[src/rtl/sram_arb_pkg.sv]
// Shared definitions for the single-port SRAM arbiter: controller states and
// default geometry of the shared SRAM macro.
package sram_arb_pkg;

    localparam int BITS_DEF       = 16;
    localparam int WORD_DEPTH_DEF = 256;
    localparam int ADD_WIDTH_DEF  = 8;

    // INIT clears the macro after reset; RUN serves the two requesters.
    typedef enum logic {
        INIT = 1'b0,
        RUN  = 1'b1
    } state_e;

endpackage

[src/rtl/rr_arb2.sv]
// Two-way round-robin arbiter. The grant is purely combinational from the
// requests; the priority flop only moves when both ports compete.
module rr_arb2 (
    input  logic       CLK,
    input  logic       RSTB,
    input  logic [1:0] req,
    output logic [1:0] gnt
);

    logic r_prio;  // 0: port 0 wins a contest, 1: port 1 wins

    // Grant the lone requester, or the priority holder when both request.
    always_comb begin
        gnt = 2'b00;
        unique case (req)
            2'b01:   gnt = 2'b01;
            2'b10:   gnt = 2'b10;
            2'b11:   gnt = r_prio ? 2'b10 : 2'b01;
            default: gnt = 2'b00;
        endcase
    end

    // Hand priority to the losing port after every contested grant.
    // NOTE: sequential state uses non-blocking assignments so every flop
    // samples pre-edge values regardless of block ordering.
    always_ff @(posedge CLK or negedge RSTB) begin
        if (!RSTB) begin
            r_prio <= 1'b0;
        end else if (&req) begin
            r_prio <= ~r_prio;
        end
    end

endmodule

[src/rtl/sram_1rw_arbiter.sv]
// Shares one single-port SRAM macro between two requesters. After reset the
// macro is cleared word by word (INIT); afterwards one request per cycle is
// issued to the macro in the acceptance cycle, and read data returns one cycle
// later on the response valid of the originating port.
module sram_1rw_arbiter
    import sram_arb_pkg::*;
#(
    parameter int BITS       = BITS_DEF,
    parameter int WORD_DEPTH = WORD_DEPTH_DEF,
    parameter int ADD_WIDTH  = ADD_WIDTH_DEF
) (
    input  logic                 CLK,
    input  logic                 RSTB,

    input  logic                 req0_valid,
    output logic                 req0_ready,
    input  logic                 req0_we,
    input  logic [ADD_WIDTH-1:0] req0_addr,
    input  logic [BITS-1:0]      req0_wdata,

    input  logic                 req1_valid,
    output logic                 req1_ready,
    input  logic                 req1_we,
    input  logic [ADD_WIDTH-1:0] req1_addr,
    input  logic [BITS-1:0]      req1_wdata,

    output logic                 resp0_valid,
    output logic                 resp1_valid,
    output logic [BITS-1:0]      resp_rdata,

    output logic                 init_done,

    output logic                 sram_ceb,
    output logic                 sram_web,
    output logic [ADD_WIDTH-1:0] sram_a,
    output logic [BITS-1:0]      sram_d,
    input  logic [BITS-1:0]      sram_q
);

    state_e                 r_state;
    state_e                 w_state_nxt;
    logic [ADD_WIDTH-1:0]   r_init_cnt;
    logic                   r_init_done;
    logic [1:0]             r_resp_pend;  // read issued last cycle, per port
    logic [1:0]             w_req;
    logic [1:0]             w_gnt;
    logic                   w_run;
    logic                   w_init_last;

    assign w_run       = (r_state == RUN);
    assign w_init_last = (r_init_cnt == ADD_WIDTH'(WORD_DEPTH - 1));

    // Requests are invisible to the arbiter until the clear has finished, so
    // neither ready nor the priority pointer can move during INIT or reset.
    assign w_req = {req1_valid, req0_valid} & {2{w_run}};

    rr_arb2 u_rr_arb2 (
        .CLK  (CLK),
        .RSTB (RSTB),
        .req  (w_req),
        .gnt  (w_gnt)
    );

    assign req0_ready = w_gnt[0];
    assign req1_ready = w_gnt[1];

    // Next state and macro strobes: clear writes in INIT, the granted
    // request in RUN, idle otherwise.
    always_comb begin
        // NOTE: every output gets a default before any branch; a path that
        // leaves one unassigned would infer a latch.
        w_state_nxt = r_state;
        sram_ceb    = 1'b1;
        sram_web    = 1'b1;
        sram_a      = '0;
        sram_d      = '0;
        // Strobes are gated by RSTB itself so the macro sees a static idle
        // bus for the whole reset pulse, not just after the first edge.
        if (RSTB) begin
            unique case (r_state)
                INIT: begin
                    sram_ceb = 1'b0;
                    sram_web = 1'b0;
                    sram_a   = r_init_cnt;
                    if (w_init_last) begin
                        w_state_nxt = RUN;
                    end
                end
                RUN: begin
                    if (w_gnt[0]) begin
                        sram_ceb = 1'b0;
                        sram_web = ~req0_we;
                        sram_a   = req0_addr;
                        sram_d   = req0_wdata;
                    end else if (w_gnt[1]) begin
                        sram_ceb = 1'b0;
                        sram_web = ~req1_we;
                        sram_a   = req1_addr;
                        sram_d   = req1_wdata;
                    end
                end
                default: w_state_nxt = INIT;
            endcase
        end
    end

    // State register.
    always_ff @(posedge CLK or negedge RSTB) begin
        if (!RSTB) begin
            r_state <= INIT;
        end else begin
            r_state <= w_state_nxt;
        end
    end

    // Clear address counter and the sticky completion flag.
    always_ff @(posedge CLK or negedge RSTB) begin
        if (!RSTB) begin
            r_init_cnt  <= '0;
            r_init_done <= 1'b0;
        end else begin
            if (r_state == INIT) begin
                r_init_cnt <= r_init_cnt + 1'b1;
            end
            r_init_done <= (w_state_nxt == RUN);
        end
    end

    // Remember which port had a read issued so its data can be tagged on
    // the following cycle; writes never produce a response.
    always_ff @(posedge CLK or negedge RSTB) begin
        if (!RSTB) begin
            r_resp_pend <= 2'b00;
        end else begin
            r_resp_pend <= w_gnt & ~{req1_we, req0_we};
        end
    end

    assign init_done   = r_init_done;
    assign resp0_valid = r_resp_pend[0];
    assign resp1_valid = r_resp_pend[1];
    assign resp_rdata  = (|r_resp_pend) ? sram_q : '0;

endmodule

[config.mk]
export PLATFORM = sky130hd
export DESIGN_NAME = sram_1rw_arbiter
export DESIGN_NICKNAME = d
export VERILOG_FILES = /design/src/rtl/sram_arb_pkg.sv /design/src/rtl/rr_arb2.sv /design/src/rtl/sram_1rw_arbiter.sv
export SDC_FILE = /design/constraint.sdc
export NUM_CORES = 1
export LEC_CHECK = 0
export ABC_CLOCK_PERIOD_IN_PS = 3200
export BUFFER_PORTS_ARGS = -buffer_cell sky130_fd_sc_hd__buf_2
export CAP_MARGIN = 20
export CORE_UTILIZATION = 38
export CTS_BUF_LIST = sky130_fd_sc_hd__clkbuf_4
export DETAILED_ROUTE_END_ITERATION = 12
export GPL_ROUTABILITY_DRIVEN = 0
export MAX_ROUTING_LAYER = met4
export PLACE_DENSITY = 0.87
export REMOVE_ABC_BUFFERS = 1
export SLEW_MARGIN = 40
export SYNTH_ARGS = -nofsm -noshare
export SYNTH_HDL_FRONTEND = slang
export SYNTH_HIERARCHICAL = 1
export SYNTH_SLANG_ARGS = --single-unit
export TNS_END_PERCENT = 10
[constraint.sdc]
create_clock -name CLK -period 3.2 [get_ports CLK]
set_input_delay 0.16 -clock CLK [delete_from_list [all_inputs] [get_ports CLK]]
set_output_delay 0.16 -clock CLK [all_outputs]
set_load 0.05 [all_outputs]
Yosys cells after proc, flatten, opt, wreduce, memory -nomap -nowiden
Cells that the tools add are included.
- register bits: 12
- logic and storage cells: 39
- add/subtract/negate cells: 1
- equal/unequal tests: 4
- muxes and demuxes: 21
- bitwise gates (word level): 7
- reduce and logical (&&, ||, !) cells: 2
- operators by type and width (operator ; count):
    2-to-1 mux 16 bit ; 5
    2-to-1 mux 8 bit ; 3
    one-hot mux 8 bit (2 select lines) ; 1
    adder 8 x 1 -> 8 bit, second input constant ; 1
    equality test 8 bit, second input constant ; 1
    2-to-1 mux 1 bit ; 8
    one-hot mux 2 bit (3 select lines) ; 1
    bitwise AND 2 bit ; 2
    equality test 2 bit, second input constant ; 2
    inverter 1 bit ; 4
    one-hot mux 1 bit (2 select lines) ; 2
    equality test 2 x 1 -> 1 bit, second input constant ; 1
    2-to-1 mux 2 bit ; 1
    inverter 2 bit ; 1
    AND reduction 2 bit ; 1
    OR reduction 2 bit ; 1

Depth between registers and ports, before layout
- word-level depth: 7
- depth in mapped cells: 9
- gate-level depth less buffers: 5

Modules after synthesis
Netlist, hierarchy kept.
- modules (own cells, without submodules) (module ; times used ; cells each ; area an instance (um^2) ; sequential area each (um^2)):
    sram_1rw_arbiter ; 1 ; 125 ; 1034.7 ; 275.3
    rr_arb2 ; 1 ; 6 ; 56.3 ; 25.0

Worst setup path after synthesis
Ideal clock, no wire load.
- kind: flip-flop to output port
- start point: reg, netlist name init_done
- end point: out sram_web
- data arrival time: 3.719 ns
- data required time: 3.040 ns
- slack: -0.679 ns
- cell stages (with the launch flop): 7
- path through: dfrtp_1 > clkbuf_1 > and2_1 > a21boi_0 > buf_6 > o31ai_1 > a21o_1
- RTL lines (item ; line ; RTL):
    end, declared ; sram_1rw_arbiter.sv:34 ; output logic sram_web,

==> flow_metrics.tcl <==
set metrics [dict create \
    track_usage_pct 22.95 \
    power_leakage_nw 0.9297 \
    nFillCells 251 \
    dp_hpwl_mm 2.756 \
    dpl_cell_area_um2 1652 \
    drc 0 \
    arrival_ps 2490 \
    ys_seq_area_share_pct 27.52 \
    vias_per_cell 5.022 \
    min_to "r_resp_pend[1]$_DFF_PN0_" \
    r2r_start "init_done$_DFFE_PN0P_" \
    ir_worst_vdd_mv 0.3663 \
    htreeDepth 1 \
    pre_cts_ws_ps 864.9 \
    firstDrtPassIters 5 \
    setup_ws_ps 554.7 \
    drt_iter0_drc 77 \
    rows 19 \
    dr_total_vias 1381 \
    hold_depth 2 \
    grt_pass1_vias 1231 \
    fin_nets 316 \
    avgSynthCellArea_um2 8.329 \
    worst_setup_path_end_kind "output pin" \
    powerDensity_nw_per_um2 453.3 \
    cts_made_buffers 3 \
    fin_crit_sh_pct 82.66 \
    crit_path_max_fanout 24 \
    root_buffer "clkbuf_4" \
    placed_cells_incl_taps 270 \
    cts.path.max_buffers 2 \
    syn2layout_area_growth_pct 54.93 \
    finalCriticalPeriod_ps 2645 \
    design_area_um2 1690 \
    grt_pass1_wl_mm 5.589 \
    grt_max_degree 25 \
    synth.distinct_cells 30 \
    final_hold_viol_count 0 \
    clk_pin_slew_worst_paths_ps 70 \
    routed.top_layer "met4" \
    cap_viol_max_count 0 \
    cts_tree "built" \
    yosys_warnings 6 \
    ys_ff_latch 12 \
    r2r_setup_slack_ps 1820 \
    worst_pin_slew_ps 575.3 \
    fin_cells 275 \
    die_w_um 55.59 \
    slew_headroom_pct 61.56 \
    finalSetupViolCount 0 \
    drt-met1-wl_mm 1.413 \
    max_clock_freq_mhz 378.0 \
    die_area_um2 3090 \
    r2r_cells 4 \
    r2r-end "r_resp_pend[0]$_DFF_PN0_" \
    wl_per_cell_um 12.69 \
    ioPinCount 117 \
    worstHoldStart "req1_we" \
    start_util_pct 39.91 \
    fin_skew_ps 2.347 \
    status "finished, final reports clean" \
    critPathLaunchType "flop" \
    portBuffers 116 \
    antenna_found_initial 0 \
    clock_sinks 12 \
    syn_inst 131 \
    drive_gt1_share_pct 55.33 \
    required_ps 3040 \
    insertion_delay_ps 270 \
    power_mw 0.7663 \
    routed_wl_mm 3.489 \
    die_h_um 55.59 \
    slew_violations 0 \
    syn_area_um2 1091 \
    overflow 0 \
    hold_path.class "in2reg" \
    wl_met3_um 248 \
    final_core_util_pct 61.83 \
    postRouteAntennaNets 0 \
    mostFrequentLayoutCell "buf_2" \
    coreArea_um2 2734 \
    mostFrequentLayoutCells "116 x buf_2, 20 x a22oi_1, 18 x nor2b_1" \
    dr_wl_met2_mm 1.784 \
    ctsResizeCount 0 \
    path_class "reg2out" \
    antenna_cells 0 \
    rsz0062_at_grt "false" \
    crit_start "init_done$_DFFE_PN0P_" \
]
[where the power goes]
| part | leakage [nW] | internal [mW] | switching, mW | total, mW |
|---|---|---|---|---|
| clock | 0.0154 | 0.0451 | 0.0490 | 0.0941 |
| sequential | 0.159 | 0.161 | 0.00952 | 0.170 |
| combinational | 0.756 | 0.142 | 0.360 | 0.502 |
[registers in the layout, summed over array words and instances, names as in the netlist]
| name | count |
|---|---|
| r_init_cnt | 8 |
| r_resp_pend | 2 |
| init_done | 1 |
| u_rr_arb2/r_prio | 1 |
[cell families (layout without fill, tap and decap cells)]
group	count (synthesis)	count (layout)	synth area share [%]
flops	12	12	27.52
xor+xnor	8	8	6.422
fa+ha+maj	1	1	1.147
compound gates	46	46	30.96
buf+inv	13	126	8.485
simple gates	50	50	24.43
mux	1	1	1.032
[critical path, stage by stage (launching register included)]
cell and delay (ps):
dfrtp_1 490, and2_1 230, a21boi_1 270, nor2b_4 560
a22oi_1 130, a21oi_1 230, buf_2 300
[timing repair]
item	4_1_cts	5_1_grt
endpoints found under the hold margin	12	0
setup endpoints to repair	0	0
buffers inserted	0	0
hold buffers	1	0
[cell usage after synthesis, drive strengths merged]
cell     n  area [um2]
a21boi   2       15.02
o31ai    1       7.510
inv      2       7.500
nor2    17       63.81
a21oi    8       55.05
nand3    3       15.01
xnor2    8       70.07
and4     1       8.760
ha       1       12.51
and2     2       12.51
mux2     1       11.26
nor2b   19       126.4
dfrtp   12       300.3
clkbuf   1       3.750
and3b    1       8.760
a21o     1       7.510
buf     10       81.32
o21bai   1       7.510
nand4    2       12.51
a22oi   24       200.2
nand2    5       18.77
o21ai    9       45.04
[metrics by stage]
| step | hold WS [ps] | setup TNS, ps |
|---|---|---|
| 3_3_place_gp | 100.8 | 0 |
| 6_report | 53.80 | 0 |
| 5_1_grt | 39.25 | 0 |
| 4_1_cts | 43.90 | 0 |
| 2_1_floorplan | -135.6 | -61240 |
| 3_5_place_dp | 102.7 | 0 |
[worst max-delay path by stage]
stage | slack, ps | cells past startpoint | end
global placement | 980 | 6 | sram_a[2]
detailed placement | 860 | 6 | sram_a[2]
floorplan | -2950 | 4 | sram_web
global route | 300 | 6 | sram_a[2]
finish | 550 | 6 | sram_a[2]
CTS | 570 | 6 | sram_a[2]
[layout make-up]
class                           instances  area, um2  area share (%)
Tap cell                               31      38.79           2.295
Timing Repair Buffer                  120      613.1           36.27
Clock buffer                            3      22.52           1.332
Inverter                                2      7.507          0.4441
Multi-Input combinational cell        106      704.4           41.67
Sequential cell                        12      300.3           17.76
Clock inverter                          1      3.754          0.2221
[metal layers]
metal,up-vias,GRT usage [%]
met5,-,-
met2,60,38.55
met3,4,5.814
met1,623,27.31
li1,694,-
met4,0,6.429
(Power assumes the default switching activity.)
